**src/rtl/ysyx_22040228_div_unit.sv**
```systemverilog
// ysyx_22040228_div_unit: iterative radix-2 restoring divider for RV64M/RV32M div/rem ops
module ysyx_22040228_div_unit #(
    parameter int XLEN     = 64,
    parameter int WORD_OPS = 1
) (
    input  logic            clk,
    input  logic            rst,
    input  logic            flush,
    input  logic            in_valid,
    output logic            in_ready,
    input  logic [XLEN-1:0] dividend,
    input  logic [XLEN-1:0] divisor,
    input  logic            is_signed,
    input  logic            is_rem,
    input  logic            is_word,
    output logic            out_valid,
    input  logic            out_ready,
    output logic [XLEN-1:0] result
);
    localparam int CW = $clog2(XLEN) + 1;

    typedef enum logic [1:0] {IDLE, CALC, DONE} state_t;

    state_t          state;
    logic [CW-1:0]   cnt;
    logic [XLEN-1:0] rem, quo, dvs;
    logic            neg_q, neg_r, rem_op, word_op;
    logic            word, neg_a, neg_b, zero_div, ovf, ge;
    logic [XLEN-1:0] a, b, abs_a, abs_b, fin_q, fin_r, raw;
    logic [XLEN:0]   rem_sh;

    function automatic logic [XLEN-1:0] sext(input logic [31:0] x);
        return XLEN'($signed(x));
    endfunction

    assign in_ready = (state == IDLE) && !flush;

    // Operand preparation, special-case detection and one restoring step
    always_comb begin
        word     = (WORD_OPS != 0) && is_word;
        a        = word ? (is_signed ? sext(dividend[31:0]) : XLEN'(dividend[31:0])) : dividend;
        b        = word ? (is_signed ? sext(divisor[31:0]) : XLEN'(divisor[31:0])) : divisor;
        neg_a    = is_signed && a[XLEN-1];
        neg_b    = is_signed && b[XLEN-1];
        abs_a    = neg_a ? -a : a;
        abs_b    = neg_b ? -b : b;
        zero_div = b == '0;
        ovf      = is_signed && (&b) && (a == (word ? sext(32'h8000_0000) : {1'b1, {(XLEN-1){1'b0}}}));
        rem_sh   = {rem, quo[XLEN-1]};
        ge       = rem_sh >= {1'b0, dvs};
        fin_q    = neg_q ? -quo : quo;
        fin_r    = neg_r ? -rem : rem;
        raw      = rem_op ? fin_r : fin_q;
    end

    // Control FSM and datapath registers; special cases skip the iterations
    always_ff @(posedge clk) begin
        if (rst) begin
            state     <= IDLE;
            cnt       <= '0;
            rem       <= '0;
            quo       <= '0;
            dvs       <= '0;
            neg_q     <= 1'b0;
            neg_r     <= 1'b0;
            rem_op    <= 1'b0;
            word_op   <= 1'b0;
            result    <= '0;
            out_valid <= 1'b0;
        end else if (flush) begin
            state     <= IDLE;
            out_valid <= 1'b0;
        end else begin
            case (state)
                IDLE: if (in_valid) begin
                    state   <= CALC;
                    rem_op  <= is_rem;
                    word_op <= word;
                    dvs     <= abs_b;
                    if (zero_div || ovf) begin
                        cnt   <= '0;
                        neg_q <= 1'b0;
                        neg_r <= 1'b0;
                        quo   <= zero_div ? '1 : a;
                        rem   <= zero_div ? a : '0;
                    end else begin
                        cnt   <= word ? CW'(32) : CW'(XLEN);
                        neg_q <= neg_a ^ neg_b;
                        neg_r <= neg_a;
                        quo   <= word ? abs_a << (XLEN - 32) : abs_a;
                        rem   <= '0;
                    end
                end
                CALC: if (cnt != '0) begin
                    cnt <= cnt - 1'b1;
                    rem <= ge ? rem_sh[XLEN-1:0] - dvs : rem_sh[XLEN-1:0];
                    quo <= {quo[XLEN-2:0], ge};
                end else begin
                    result    <= word_op ? sext(raw[31:0]) : raw;
                    out_valid <= 1'b1;
                    state     <= DONE;
                end
                DONE: if (out_ready) begin
                    out_valid <= 1'b0;
                    state     <= IDLE;
                end
                default: state <= IDLE;
            endcase
        end
    end
endmodule

```
**config.mk**
```make
export PLATFORM = sky130hd
export DESIGN_NAME = ysyx_22040228_div_unit
export DESIGN_NICKNAME = d
export VERILOG_FILES = /design/src/rtl/ysyx_22040228_div_unit.sv
export SDC_FILE = /design/constraint.sdc
export NUM_CORES = 1
export LEC_CHECK = 0
export BUFFER_PORTS_ARGS = -buffer_cell sky130_fd_sc_hd__buf_2
export CAP_MARGIN = 10
export CELL_PAD_IN_SITES_DETAIL_PLACEMENT = 0
export CELL_PAD_IN_SITES_GLOBAL_PLACEMENT = 1
export CORE_MARGIN = 5
export CORE_UTILIZATION = 48
export DETAILED_ROUTE_END_ITERATION = 10
export HOLD_SLACK_MARGIN = 0.15
export PLACE_DENSITY_LB_ADDON = 0.2
export SETUP_SLACK_MARGIN = 0.02
export SLEW_MARGIN = 20
export SYNTH_ARGS = -nofsm -noshare
export SYNTH_HDL_FRONTEND = slang
export SYNTH_SLANG_ARGS = --single-unit
```
**constraint.sdc**
```tcl
create_clock -name clk -period 10.75 [get_ports clk]
set_clock_uncertainty 0.1 [all_clocks]
set_input_delay 1.6125 -clock clk [delete_from_list [all_inputs] [get_ports clk]]
set_output_delay 1.6125 -clock clk [all_outputs]
set_load 0.005 [all_outputs]
```
# After elaboration in Yosys (flattened, before gate mapping)
# Cells that the tools add are included.
[classes]
muxes = 37
bitwise_logic = 3
eq_ne = 7
reduce_logical = 19
n_lt_le_gt_ge = 1
addsub = 6
[op_table]
columns = ["operator", "count"]
rows = [
  ["$mux W64", 20],
  ["$neg A64 Y64", 4],
  ["$pmux W64 S2", 2],
  ["$ge A65 B64 Y1", 1],
  ["$eq A64 B64 Y1", 1],
  ["$logic_not A64 Y1", 1],
  ["$reduce_and A64 Y1", 1],
  ["$sub A64 B64 Y64", 1],
  ["$mux W63", 1],
  ["$mux W7", 4],
  ["$pmux W7 S2", 1],
  ["$reduce_and A3 Y1", 4],
  ["$ne A2 B2 Y1 const B", 4],
  ["$reduce_bool A7 Y1", 1],
  ["$sub A7 B1 Y7 const B", 1],
  ["$mux W2", 3],
  ["$pmux W2 S3", 1],
  ["$logic_and A1 B1 Y1", 5],
  ["$mux W1", 4],
  ["$reduce_and A4 Y1", 1],
  ["$reduce_bool A2 Y1", 2],
  ["$eq A2 B1 Y1 const B", 1],
  ["$eq A2 B2 Y1 const B", 1],
  ["$logic_not A2 Y1", 1],
  ["6 further kinds", 7],
]
[word_totals]
out_inout_bits = 66
regBits = 270

# Depth between registers and ports, before layout
# Gate-level depths: netlist (run 1).
[depth]
ltp_word = 9
ltp_mapped = 15

# Worst setup path after synthesis (run 1)
# Ideal clock, no wire load.
[synth_path]
path_kind = "input-to-reg"
start = "input port dividend[1]"
end = "register quo[10]"
cell_stages = 12
arrival_ns = 4.325
path_slack_ns = 6.208
path_cell_list = "inv_1 ha_1 or4b_2 nor2_1 and4b_1 nand2_1 or4_1 buf_2 nand2_1 a21oi_2 buf_2 a22o_1"
[synth_via]
elab_chain_cells = 8
[synth_rtl]
columns = ["item", "line_no", "rtl"]
rows = [
  ["start: declaration", "11", "input logic [XLEN-1:0] dividend,"],
  ["$mux W64", "41", "a = word ? (is_signed ? sext(dividend[31:0]) : XLEN'(dividend[31:0])) : dividend;"],
  ["$mux W64 (*)", "41", ""],
  ["$neg A64 Y64 / $eq A64 B64 Y1 (equally long branches)", "45, 48", ""],
  ["$mux W64 / $logic_and A1 B1 Y1 (equally long branches)", "45, 48", ""],
  ["$mux W64 / $logic_or A1 B1 Y1 (equally long branches)", "90, 80", ""],
  ["$mux W64 (*)", "80", "if (zero_div || ovf) begin"],
  ["$mux W64 (*)", "75", "IDLE: if (in_valid) begin"],
  ["$pmux W64 S2 (*)", "74", "case (state)"],
  ["end signal: assignment", "84", "quo <= zero_div ? '1 : a;"],
  ["end signal: assignment", "90", "quo <= word ? abs_a << (XLEN - 32) : abs_a;"],
  ["end signal: assignment", "97", "quo <= {quo[XLEN-2:0], ge};"],
  ["end: declaration", "26", "logic [XLEN-1:0] rem, quo, dvs;"],
]
# Mark *: on every way between the ends. The rest lies on a longest branch, timed or not. The select of a mux whose other input is x is not followed.
# A chain may end at the register's enable or synchronous reset.

# Worst setup path after layout (run 1)
[layout_path]
start = "input port is_word"
end = "register quo[37]"
[layout_via]
elab_chain_cells = 8
[layout_rtl]
columns = ["item", "line_no", "rtl"]
rows = [
  ["start: declaration", "15", "input logic is_word,"],
  ["parallel branches: the longest is 5 deep, another holds $neg A64 Y64", "n/a", ""],
  ["$mux W64 (*)", "80", ""],
  ["$mux W64 (*)", "75", ""],
  ["$pmux W64 S2 (*)", "74", ""],
]
# Mark *: on every way between the ends. The select of a mux whose other input is x is not followed.

==> results, run 1 <==
- The run finished with clean final reports.
- Wires add up to 90,710 um.
- The worst hold path passes through 2 cells.
- In this run the worst path has a maximum fanout of 91.
- Per report_power, the combinational group accounts for 37.8% of the total.
- Counting I/O delays and the setup requirement, the final critical path takes approximately 5.7 ns.
- The aggregate global-route resource usage is between 30% and 40%.
- In this run the tightest slew margin relative to its limit is a little under a third.
- The netlist area before placement is roughly 23,000 um2.
- The net total in the final layout is ~3,500.
- The pin count of the biggest net entering global routing is just over 90.
- The critical path is of the in2reg type.
- The required time of the critical path is about 11 ns.
- By count the netlist is led by nand2_1 (361), nor2_1 (348), a21oi_1 (315).
- The proportion of netlist area held by the largest area contributor is 23.41%.
- The unique cell type count in the Yosys netlist is 84.
- The clock network accounts for 31.7% of the total power.
- The final-report setup violation count is 0.
- The detailed placer's ending HPWL is between 70,000 and 80,000 um.
- In the synthesized netlist the async set-or-reset flop fraction comes to 0%.
- The buffer count from post-CTS setup fixing is 0.
- The worst register-to-register path begins at rem[3].
- Net switching is approximately two fifths of the power.
- The iteration-0 DRC count of the detailed router is between 2,000 and 2,500.
- The worst ir drop on vdd is 0.08702 mV.
- Buffers inserted to repair hold after CTS numbered 0.
- For this run, design rule violations remaining after detail routing come to 0.
- The average routed wire per standard cell is about 23 um.
- The worst hold path terminates at result[8].
- The setup slack of the worst register-to-register path is 5.27 ns.
- The die covers 52,590 um2.
- In the synthesized netlist, the number of instances is 3,293.
- Setup repair after global routing left no endpoint under its margin.
- The buffer type at the clock tree root is clkbuf_16.
- For this run, the detailed router's first-pass iteration total came to 6.
- The post-cts sizing count is 0.
- The wire length of the first global-routing pass is 137,600 um.
- The Yosys step of the flow raised 0 warnings.
- The sort of element at the end of the critical path is a register.
- The achievable clock frequency is 175.0 MHz.
- The number of antenna violations at the first check in global routing came to 11.
- The global-route congestion overflow total is 0.
- Yosys instantiated no cell more often than nand2_1.
- The core region area is roughly 48,000 um2.
- Pin placement for this block handled 202 I/O pins.
- Summed over all cells, the static leakage comes to ~10 nW.
- The synthesized net count is about 3,500.
- The number of levels the H-tree was split into is 2.
- In this run the deepest clock path goes through 3 buffers.
- The startpoint of the most critical hold path is result[8].
- After synthesis, the cell types taking the most area are dfxtp_1 (23%), a21oi_1 (6.8%), o21ai_0 (6.5%).
- The data arrival at the endpoint of the critical path is just over 6 ns.
- The number of cells on the worst reg-to-reg path is 11.
- The sum of negative setup slack is 0 ns.
- The synthesized design contains 0 enable-type register cells.
- The internal power component is ~2.4 mW.
- The starting density of the core is 48.46%.
- The mean number of vias per cell is 6.274.
- Input and output buffers added on the ports amount to around 200.
- Counting flops and latches in the post-synthesis netlist gives 270.
- For this block, the via count after detailed routing is approximately 25,000.
- The clock drives 270 sinks.
- Counting the buffers created by CTS gives 35.
- The clock latency at the later pin of the worst-skew pair is about 0.56 ns.
- Once detail routing completed, the nets flagged for antenna violations numbered 0.
- Once layout is complete, the utilization of the core stands at 53.51%.
- After clock tree synthesis, the clock-pin slew on the worst setup and hold paths is 0.06 ns.
- In the finished design, the share of the clock period the worst path needs comes to approximately 53%.
- The power dissipated by switching net loads is 1.518 mW.
- The sequential share of the synthesized area is 23.41%.
- The tool flagged a number of max-cap violations equal to 0.
- The worst hold path belongs to the class reg2reg.
- The worst setup path is launched from a primary input.
- A synthesized cell averages ~7 um2.
- The floorplan step set the die height to between 200 and 250 um.
- The number of global-route vias before repair is roughly 23,000.
- The worst-margin pin slew is around 1.0 ns.
- The reg-to-reg endpoint is rem[57].
- Cells with a size suffix above 1 make up between 10 and 15% of the layout.
- The part of the power in registers is between 30 and 40%.
- The final number of max-transition violations is 0.
- TritonCTS built the clock tree.
- Relative to the synthesized area, the layout overhead comes to 10.42%.
- The power per standard cell area is about 150 nW/um2.
- The placement row count is 80.
- The most used flip-flop cell after synthesis is dfxtp_1.
- The die width is 229.3 um.
- Routability-driven placement finished with a final weighted congestion of ~1.
- Summed over all instances, the cell type with the most area after synthesis is dfxtp_1.
- The final-report hold violation count is 0.
[cell families (layout without fill, tap and decap cells)]
family | after synthesis | after routing | synth area share [%]
mux | 55 | 55 | 2.449
xor+xnor | 282 | 282 | 10.70
other cells | 0 | 7 | 0
flops | 270 | 270 | 23.41
simple gates | 1129 | 1129 | 23.05
fa+ha+maj | 72 | 72 | 3.934
compound gates | 1106 | 1106 | 30.11
buf+inv | 379 | 438 | 6.346
[metal layers]
| layer | wire (um) | track usage, % | vias to the layer above |
|---|---|---|---|
| li1 | - | - | 11980 |
| met4 | 3885 | 12.78 | 8 |
| met2 | 38770 | 50.40 | 1079 |
| met3 | 7628 | 6.007 | 200 |
| met1 | 40370 | 45.53 | 11660 |
| met5 | 48 | 0 | - |
[state kept, by name, indices dropped and copies added (netlist names)]
name	cells
out_valid	1
word_op	1
result	64
rem_op	1
cnt	7
quo	64
dvs	64
state	2
rem	64
neg_r	1
neg_q	1
[stage by stage]
stage / total power, mW / instance area, um2 / worst slack [ns] / hold WS (ns) / instances
5_1_grt: 4.074 / 25490 / 4.825 / 0.3673 / 3972
4_1_cts: 3.859 / 25470 / 5.183 / 0.3505 / 3967
2_1_floorplan: 2.187 / 23090 / 6.208 / 0.3316 / 3293
3_5_place_dp: 2.627 / 24260 / 4.627 / 0.3447 / 3906
6_report: 3.880 / 25490 / 5.037 / 0.3472 / 3974
3_3_place_gp: 2.609 / 24250 / 4.432 / 0.3401 / 3906
[area by class of cell]
type	count	area [um2]
fill	4810	22150
multi-input combinational	2644	16290
sequential	270	5411
timing repair buffer	234	1262
clock buffer	44	991.0
tap	615	769.5
inverter	143	536.8
clock inverter	17	214.0
antenna	7	17.52
[power by group through the flow]
stage / logic [mW] / registers, mW / clock network [mW]
6_report: 1.47 / 1.18 / 1.23
5_1_grt: 1.60 / 1.19 / 1.29
4_1_cts: 1.44 / 1.17 / 1.25
3_5_place_dp: 1.43 / 1.20 / 0
3_3_place_gp: 1.42 / 1.19 / 0
2_1_floorplan: 1.04 / 1.14 / 0
[worst max path at each step]
stage,end,slack (ns),from,depth (start not counted)
floorplan,quo[10],6.21,dividend[1],12
global placement,quo[41],4.43,is_word,8
detailed placement,quo[41],4.63,is_word,8
global route,quo[37],4.82,is_word,8
finish,quo[37],5.04,is_word,8
CTS,quo[37],5.18,is_word,8
[critical path, stage by stage]
cell and delay [ns]:
buf_4 0.31, buf_4 0.75, nand3_1 0.91, o21a_1 0.48, or4_1 0.81, o21ai_4 0.73
a211oi_1 0.14, nor4_1 0.28
[cell usage in the layout (no fill, tap or decap), types with 20 or more instances in the layout]
master     count
xor2_1       125
nand2_1      360
mux2i_1       43
dfxtp_1      267
nor4_1        51
a211oi_1      88
xnor2_1      157
or3_1         39
o41ai_1       22
a221oi_1      29
nor2_1       346
clkbuf_16     36
o21ai_0      298
a31oi_1       38
nand2b_1      20
a21oi_1      315
nand4_1       39
nand3_1       49
o211ai_1      32
buf_4         34
inv_1        142
nor3_1        88
o31ai_1       56
buf_2        199
a21o_1        43
ha_1          71
No activity file was read; power rests on OpenSTA's default activity.
==> run 2: changes to the inputs <==
Settings changed: CORE_UTILIZATION 48 to 40.
Clock period 10.75 ns to 5.2 ns, I/O delays scaled along.
==> run 2 against run 1 <==
  * Via count increased by 0.25%
  * Sequential share of layout area fell by 0.60 points
  * The run now ends with DRC left
  * Die area increased by 19%
  * Final cell count rose by 5.6%
  * Sequential cell count is the same
  * Setup slack got worse by 4.3 ns
  * Register-to-register slack got worse by 4.5 ns
  * First-iteration DRC count down 14%
  * Wire length rose by 4.0%
  * Clock power increased by 120%
  * Critical path depth grew 3
==> results, run 2 (synthesized netlist as in run 1, its figures left out) <==
- The fraction of the core area covered by cells at the end of the flow is 45.64% (was 53.51%).
- The global-route congestion overflow total was 0 (unchanged).
- The worst ir drop on vdd was 0.2216 mV (was 0.08702 mV).
- The number of optimization iterations in the first detailed-route pass is 9 (was 6).
- The number of buffer and inverter instances along the worst setup path is 0 (was 2).
- The final number of max-transition violations is 0 (unchanged).
- The count of port buffers added during placement is 201 (unchanged).
- The detailed placer's ending HPWL is 74,280 um (was 71,100 um).
- The relative max-transition margin is 33.99% (was 30.36%).
- The final reports fail on DRC.
- The core region area is 57,480 um2 (was 47,650 um2).
- Outcome: finished, violations left (was complete, no violations).
- The power per standard cell area came to 313.5 nW/um2 (was 152.2 nW/um2).
- The routability congestion estimate is 1.038 (was 1.010).
- The sum of negative setup slack is 0 ns (unchanged).
- The synthesis-to-finish area growth is 13.62% (was 10.42%).
- The overall power consumption was 8.225 mW (was 3.880 mW).
- The post-detailed-placement cell area was 24,960 um2 (was 24,260 um2).
- The sort of element at the end of the critical path is a register (unchanged).
- The cell class contributing the biggest share of worst-path delay is compound AO/OA/AOI/OAI gates (was simple AND/OR/NAND/NOR gates).
- The clock latency at the later pin of the worst-skew pair is 0.56 ns (about the same).
- The achievable clock frequency is 223.8 MHz.
- The number of ports placed on the die boundary came to 202 (unchanged).
- The slowest stage cell on the critical path is a21boi_0 (was nand3_1).
- The final-report setup violation count is 0 (unchanged).
- The final critical-path share of the clock period is a little under nine tenths.
- The number of fillers in the final layout was 6,049 (was 4,810).
- The number of buffers inserted for hold repair after clock tree synthesis is 0 (unchanged).
- The max-cap violation count is 0 (unchanged).
- The number of antenna violations at the first check in global routing is 12 (was 11).
- The peak-usage layer in the global routing report is met2 (unchanged).
- The maximum number of buffers from clock root to sink is 3 (unchanged).
- The iteration-0 DRC count of the detailed router is 2,095 (was 2,441).
- The area of the die was 62,630 um2 (was 52,590 um2).
- The buffer type at the clock tree root is clkbuf_16 (unchanged).
- The wire length of the first global-routing pass is 141,600 um (was 137,600 um).
- The net total in the final layout is 3,604 (was 3,536).
- The cell seen most often among critical-path stages is a211oi_1 (was buf_4).
- The path type of the worst min-delay path is reg2reg (unchanged).
- The CTS buffer count is 35 (unchanged).
- The clock tree from TritonCTS is yes (unchanged).
- The worst path needs 4.469 ns of the cycle, external delays included.
- The buffer count from post-CTS setup fixing came to 0 (unchanged).
- The required time of the critical path is 5.56 ns (was 11.12 ns).
- The die height came to 250.3 um (was 229.3 um).
- The global routing usage on met2 came to 43.22% (was 50.40%).
- The number of levels the H-tree was split into came to 2 (unchanged).
- The mean number of vias per cell is 5.957 (was 6.274).
- The placement row count is 88 (was 80).
- The leakage dissipation came to 10.34 nW (was 9.960 nW).
- The pin count of the biggest net entering global routing is 128 (was 92).
- The post-cts sizing count was 0 (unchanged).
- The clock transition time at the flip-flop clock pins of the worst setup and hold paths is 0.06 ns (about the same).
- The post-detailed-route DRC marker count is 2 (was 0).
- The total vias in the final route is 25,000 (was 24,930).
- The global routing usage on met1 is 40.34% (was 45.53%).
- The die width is 250.3 um (was 229.3 um).
- The final-report hold violation count is 0 (unchanged).
- The number of global-route vias before repair came to 23,310 (was 23,300).
- The post-route cell area is 26,230 um2 (was 25,490 um2).
- The proportion of layout cells with a drive suffix above 1 is 12.71% (was 10.95%).
- The remaining number of nets flagged by the antenna check after routing came to 0 (unchanged).
- The commonest non-fill, non-tap cell in the layout was nand2_1 (unchanged).
- The worst stage delay on the critical path is 0.61 ns (was 0.91 ns).
- The data arrival at the endpoint of the critical path is 4.82 ns (was 6.08 ns).
- The number of clock sinks is 270 (unchanged).
- The highest net fanout along the worst path came to 7 (was 91).
- The average routed wire per standard cell is 22.49 um (was 22.83 um).
- The worst-margin pin slew is 0.9856 ns (was 1.041 ns).
- The total length of routed wires was 94,370 um (was 90,710 um).
- The startpoint kind of the worst setup timing path was a register (was primary input).
- Unrepaired setup endpoints after global routing: no (unchanged).
- The fraction of met3 tracks used by global routing was 4.527% (was 6.007%).
- Commonest cells after routing, fill and taps aside: nand2_1 (360), nor2_1 (346), a21oi_1 (315) (unchanged).
- The aggregate global-route resource usage was 28.46% (was 32.73%).
- The startpoint-to-endpoint class of the critical path is reg2reg (was in2reg).
- The starting density of the core is 40.17% (was 48.46%).
- Cell-by-cell trace of the critical path: ha_1 -> a211oi_1 -> nor2_1 -> o31ai_1 -> a21boi_0 -> a211oi_1 -> or2_2 -> a311o_1 -> a2111oi_0 -> o31ai_1 -> a211oi_1 (was buf_4 -> buf_4 -> nand3_1 -> o21a_1 -> or4_1 -> o21ai_4 -> a211oi_1 -> nor4_1).
run 2: final cells by class:
type / count / area, um2 / area share [%]
antenna: 9 / 22.52 / 0.08585
clock buffer: 45 / 984.7 / 3.754
clock inverter: 18 / 264.0 / 1.006
inverter: 143 / 536.8 / 2.046
multi-input combinational: 2644 / 16270 / 62.02
sequential: 270 / 5411 / 20.63
tap: 765 / 957.2 / 3.649
timing repair buffer: 302 / 1785 / 6.806
run 2: path summary, 6_finish.rpt:
check,startpoint,end,slack (ns),cells past startpoint
worst min register to register,result[20],result[20],0.35,2
worst min-delay path,result[20],result[20],0.35,2
worst max register to register,rem[3],rem[63],0.73,11
worst max-delay path,rem[3],rem[63],0.73,11
run 2: metrics by stage:
| step | hold WS [ns] | instances | setup slack, ns |
|---|---|---|---|
| 2_1_floorplan | 0.3316 | 3293 | 1.490 |
| 3_3_place_gp | 0.3364 | 4124 | 0.7681 |
| 3_5_place_dp | 0.3463 | 4124 | 0.7256 |
| 4_1_cts | 0.3526 | 4187 | 0.7558 |
| 5_1_grt | 0.3693 | 4193 | 0.3829 |
| 6_report | 0.3461 | 4196 | 0.7314 |
run 2: metal layers:
metal | share of wire (%) | wire length [um]
met1 | 45 | 42610
met2 | 43 | 40310
met3 | 7.8 | 7341
met4 | 4.3 | 4091
met5 | 0.020 | 19
run 2: worst reg2reg max path, stage by stage (launching register included):
cell and delay [ns]:
dfxtp_1 0.48, ha_1 0.35, a211oi_1 0.54, nor2_1 0.14, o31ai_1 0.20, a21boi_0 0.61, a211oi_1 0.24, or2_2 0.40
a311o_1 0.47, a2111oi_0 0.41, o31ai_1 0.15, a211oi_1 0.26
run 2: report_power, final:
part / switching (mW) / total [mW] / internal [mW]
Sequential: 0.150 / 2.36 / 2.21
Clock: 1.01 / 2.66 / 1.64
Combinational: 2.03 / 3.21 / 1.18
Total: 3.19 / 8.22 / 5.03
